**src/rtl/csa_seq_adder.sv**
```systemverilog
// Wide add/sub sequencing one 32-bit carry-select slice over WORDS chunks, LS chunk first.
// Latency WORDS+1 edges after accept; result held in DONE until out_ready, no input taken outside IDLE.
module csa_seq_adder #(
  parameter int WORDS = 2
) (
  input  logic                  clk,
  input  logic                  rst_n,
  input  logic                  in_valid,
  output logic                  in_ready,
  input  logic                  op,
  input  logic                  cin,
  input  logic [32*WORDS-1:0]   a,
  input  logic [32*WORDS-1:0]   b,
  output logic                  out_valid,
  input  logic                  out_ready,
  output logic [32*WORDS-1:0]   sum,
  output logic                  carry,
  output logic                  overflow
);

  localparam int IW = $clog2(WORDS);
  localparam logic [IW-1:0] LAST = IW'(WORDS - 1);

  typedef enum logic [1:0] {
    S_IDLE = 2'd0,
    S_RUN  = 2'd1,
    S_DONE = 2'd2
  } state_t;

  state_t                 r_state;
  state_t                 w_next;
  logic [WORDS-1:0][31:0] r_a;
  logic [WORDS-1:0][31:0] r_b;
  logic [WORDS-1:0][31:0] r_sum;
  logic                   r_carry;
  logic                   r_last;
  logic                   r_ovf;
  logic [IW-1:0]          r_idx;

  logic [32:0]            w_s0;
  logic [32:0]            w_s1;
  logic [32:0]            w_sel;
  logic                   w_accept;
  logic                   w_step;

  // Both candidate chunk sums are formed every cycle; the registered carry picks one.
  assign w_s0  = {1'b0, r_a[r_idx]} + {1'b0, r_b[r_idx]};
  assign w_s1  = {1'b0, r_a[r_idx]} + {1'b0, r_b[r_idx]} + 33'd1;
  assign w_sel = r_carry ? w_s1 : w_s0;

  assign w_accept = in_valid && (r_state == S_IDLE);
  assign w_step   = (r_state == S_RUN) && !r_last;

  always_ff @(posedge clk or negedge rst_n) begin
    if (!rst_n) begin
      r_state <= S_IDLE;
    end else begin
      r_state <= w_next;
    end
  end

  always_comb begin
    w_next = r_state;
    case (r_state)
      S_IDLE:  if (in_valid)  w_next = S_RUN;
      S_RUN:   if (r_last)    w_next = S_DONE;
      S_DONE:  if (out_ready) w_next = S_IDLE;
      default: w_next = S_IDLE;
    endcase
  end

  always_ff @(posedge clk or negedge rst_n) begin
    if (!rst_n) begin
      r_a     <= '0;
      r_b     <= '0;
      r_sum   <= '0;
      r_carry <= 1'b0;
      r_last  <= 1'b0;
      r_ovf   <= 1'b0;
      r_idx   <= '0;
    end else if (w_accept) begin
      // Subtract is folded into an add of ~b with carry-in forced to 1.
      r_a     <= a;
      r_b     <= op ? ~b : b;
      r_carry <= op ? 1'b1 : cin;
      r_idx   <= '0;
      r_last  <= 1'b0;
    end else if (w_step) begin
      r_sum[r_idx] <= w_sel[31:0];
      r_carry      <= w_sel[32];
      if (r_idx == LAST) begin
        r_last <= 1'b1;
        r_ovf  <= (r_a[WORDS-1][31] == r_b[WORDS-1][31]) &&
                  (w_sel[31] != r_a[WORDS-1][31]);
      end else begin
        r_idx <= r_idx + 1'b1;
      end
    end
  end

  assign in_ready  = (r_state == S_IDLE);
  assign out_valid = (r_state == S_DONE);
  assign sum       = r_sum;
  assign carry     = r_carry;
  assign overflow  = r_ovf;

endmodule

```
**config.mk**
```make
export PLATFORM = sky130hd
export DESIGN_NAME = csa_seq_adder
export DESIGN_NICKNAME = d
export VERILOG_FILES = /design/src/rtl/csa_seq_adder.sv
export SDC_FILE = /design/constraint.sdc
export NUM_CORES = 1
export LEC_CHECK = 0
export ABC_AREA = 1
export ABC_CLOCK_PERIOD_IN_PS = 4400
export CORE_MARGIN = 3
export CORE_UTILIZATION = 45
export DETAILED_ROUTE_END_ITERATION = 10
export GPL_TIMING_DRIVEN = 0
export PLACE_DENSITY = 0.69
export SLEW_MARGIN = 20
export SYNTH_ARGS = -nofsm -noshare
export SYNTH_HDL_FRONTEND = slang
export SYNTH_SLANG_ARGS = --single-unit
export TNS_END_PERCENT = 1
```
**constraint.sdc**
```tcl
create_clock -name clk -period 4.4 [get_ports clk]
set_input_delay 0.88 -clock clk [delete_from_list [all_inputs] [get_ports clk]]
set_output_delay 0.88 -clock clk [all_outputs]
set_load 0.05 [all_outputs]
```
==> results list <==
- Class of the most critical hold timing path: in -> async
* Minimum clock period: around 4.0 ns
- Normalized max-slew margin: 0.415
- Crit-path max cell delay: about 0.59 ns
- The clock drives a little under 200 sinks.
- With fillers left out, the area of the finished cells amounts to between 15000 and 20000 um^2.
- Status: completed
* Required time reported for the critical path endpoint: approximately 4.7 ns
- Including well taps, the total number of placed cells is approximately 2300.
* Cell type contributing the most total cell area after synthesis: dfrtp_1
- The share of synthesized area in the top cell type comes to 0.404.
- The number of antenna diodes in the final layout is 0.
- The worst setup path is captured at a register.
* Cell area after synthesis: about 12000 um^2
- Worst Max-Slew Pin Slew: 0.878 ns
- Overall global routing resource usage: 0.238
- Of all nets on the critical path, the largest fanout is 10.
* Post-Route WL: ~35 mm
- Walking the worst path, the cells encountered are clkbuf_1 -> clkbuf_1 -> nand2_1 -> nand2_1 -> ha_1 -> nand2_1 -> nand2_1 -> inv_1 -> nand2_1 -> inv_1 -> nand3_1 -> nand2_1 -> nand2_2 -> nor2_2 -> nand3_4 -> nor2_4 -> nand3_2 -> nor2_4 -> xor2_1 -> o21ai_1.
- Proportion of layout cells with a drive suffix above 1: 0.0663
* Final count of pins violating max slew: 0
- Data arrives at the worst endpoint at roughly 4.3 ns.
- Sequential element share of the synthesized area: 0.404
- Once placement finished, the instance area stood at ~15000 um^2.
* DP Worst Slack: between 0.3 and 0.4 ns
- The startpoint identified for the worst register-to-register timing path is r_idx$_DFFE_PN0P_.
- Top post-synthesis cells by count: nand2_1 (863), dfrtp_1 (198), inv_1 (147)
- RSZ-0062 raised after global routing: false
- The floorplan has 59 rows.
- Synthesized area per cell: between 6 and 7 um^2
- Average wire per cell in the routed design: roughly 15 um
* Via density per instance: ~4.8
- Once the clock tree was built, the resizer swapped 0 gates to a different size.
* Number of buffers inserted during clock tree synthesis: 17
- The HPWL after detailed placement is around 28 mm.
* Yosys reg bits: between 150 and 200
- Crit path setup slack, layout: 0.375 ns
* Core Area: about 26000 um^2
- The setup path with the least slack is of type reg -> reg.
* Clock skew: approximately 0.015 ns
- Number of H-tree levels: 4
- The clock passes through at most 2 buffers.
- Die Area: roughly 29000 um^2
- The count of endpoints failing hold in the final timing report is 0.
* Area taken by flip-flops and latches: about 5000 um^2
- The pre-antenna-repair detailed-routing pass consisted of 7 iterations.
- The netlist uses 42 different library cells.
- Among all flip-flop cells after synthesis, the most frequent one is dfrtp_1.
- DRC violation total after the first TritonRoute iteration: just over 800
- Setup crit start: r_idx$_DFFE_PN0P_
* Area of combinational cells with multiple inputs: ~6400 um^2
* Global-route congestion overflow total: 0
- Entering global routing, the biggest net connects 90 pins.
- Async set-reset flop share out of synthesis: 1.00
- Post-CTS setup buffer count: 0
- After clock tree synthesis, the clock-pin slew on the worst setup and hold paths is 0.08 ns.
- Top-Level Pins: 202
- From left edge to right edge, the die measures ~170 um.
- For this run, design rule violations remaining after detail routing come to 0.
- Measured along the y axis, the die boundary spans about 170 um.
- The layout has ~2600 filler cells.
* Initial antenna violation count: 0
* Area contributors post-synth: dfrtp_1 (40%), nand2_1 (26%), xnor2_1 (4.9%), inv_1 (4.5%), o21ai_0 (3.8%)
- Buffer type at the clock tree root: clkbuf_16
- Synthesis produced a netlist whose cell count is about 1800.
- The via count of the first global-routing pass is ~11000.
* Max_cap viols: 0
- In this run the remaining antenna-violating nets after routing total 0.
* Most used cell along the critical path: nand2_1
* Count of flip-flops with a built-in enable after synthesis: 0
- The worst setup path is launched from a register.
* Detailed-route via count: about 11000
- Among all cell types in the netlist, the one instantiated most often is nand2_1.
- The count of buffers added on input and output ports is 200.
* Quantity of hold-fixing buffers added after cts: 0
- Grouping stages by cell kind, the critical path spends the most delay in simple AND/OR/NAND/NOR gates.
- Fmax: roughly 0.25 GHz
- Hold is met by 0.273 ns.
- WP buf/inv: 4
- Synthesis produced a netlist with a net count of a little under 2000.
* Cell Count, Final, Fillers Out: ~2300
- For this configuration, the core starts out at a cell density of 0.464.
* Slowest stage cell on the critical path: clkbuf_1
- TritonCTS built the clock tree.
- Final #Nets: between 2000 and 2500
* Global-route wire length before repair: about 55 mm
- Final count of negative-setup-slack endpoints: 0
* Clock insertion delay at the later pin of the skew report: around 0.45 ns
- Yosys printed 0 warnings.
- In the finished design, the share of the clock period the worst path needs comes to 0.915.
* Synthesis-to-layout area growth: 25.2%
- Weighted congestion reported at the end of routability-driven placement: roughly 0.88
state kept, by name, summed over array words and instances (netlist names):
name and count:
sum 64, carry 1, r_last 1, r_idx 1, r_a 64, r_b 64
overflow 1, r_state 2
final timing paths:
check,slack [ns],cells past startpoint,to
worst max-delay path,0.37,20,sum[24]$_DFFE_PN0P_
min in group clk,0.48,2,r_a[49]$_DFFE_PN0P_
max in group asynchronous,3.40,2,r_b[21]$_DFFE_PN0P_
worst min-delay path,0.27,1,sum[7]$_DFFE_PN0P_
worst min register to register,0.48,2,r_a[49]$_DFFE_PN0P_
worst max register to register,0.37,20,sum[24]$_DFFE_PN0P_
layout make-up:
cell class | instances | area share
Buffer | 62 | 0.0168
Clock buffer | 18 | 0.0280
Clock inverter | 14 | 0.0117
Inverter | 160 | 0.0392
Multi-Input combinational cell | 1338 | 0.420
Sequential cell | 198 | 0.323
Tap cell | 335 | 0.0273
Timing Repair Buffer | 202 | 0.134
routing by layer:
metal / global-route usage / part of all wire / vias up / wire [um]
met5: 0 / 0 / - / 0
met2: 0.394 / 0.46 / 248 / 16100
met3: 0.0259 / 0.034 / 21 / 1180
met1: 0.342 / 0.49 / 5190 / 17000
met4: 0.0430 / 0.0086 / 0 / 298
li1: - / - / 5822 / -
cells in the final DEF, fill, tap and decap left out, types with 4 or more instances in the layout:
cell type / count
o21bai_1: 4
nand3_2: 9
nor2_4: 9
and2_1: 5
nand2_2: 28
nand2_4: 9
clkdlybuf4s50_1: 199
inv_1: 147
nor3_1: 6
nand3_1: 53
ha_1: 33
nor2_2: 16
xor2_1: 13
nor2_1: 71
clkbuf_16: 17
a31oi_1: 5
inv_6: 6
nand2_1: 863
inv_2: 10
buf_1: 8
clkbuf_1: 49
nand4_1: 10
a21oi_1: 20
xnor2_1: 69
nand3b_1: 5
o21ai_0: 92
clkinv_8: 4
dfrtp_1: 198
per-stage QoR:
| stage | TNS (ns) | utilization |
|---|---|---|
| floorplan | 0 | - |
| global placement | -1114.65 | 0.556 |
| detailed placement | 0 | 0.558 |
| CTS | 0 | 0.581 |
| global route | 0 | 0.581 |
| finish | 0 | 0.581 |
kinds of logic after synthesis:
kind of cell               Yosys count  share of synthesized area
AOI/OAI and AO/OA                  130                     0.0565
xor gates and xnor gates            83                     0.0599
adders and majority gates           34                     0.0353
buffers and inverters              223                     0.0704
DFF                                198                      0.404
and+or+nand+nor                   1091                      0.374
Power is left out: the tool's default activity adds up to more than one toggle a clock period on the data nets, which glitch-free logic cannot reach.
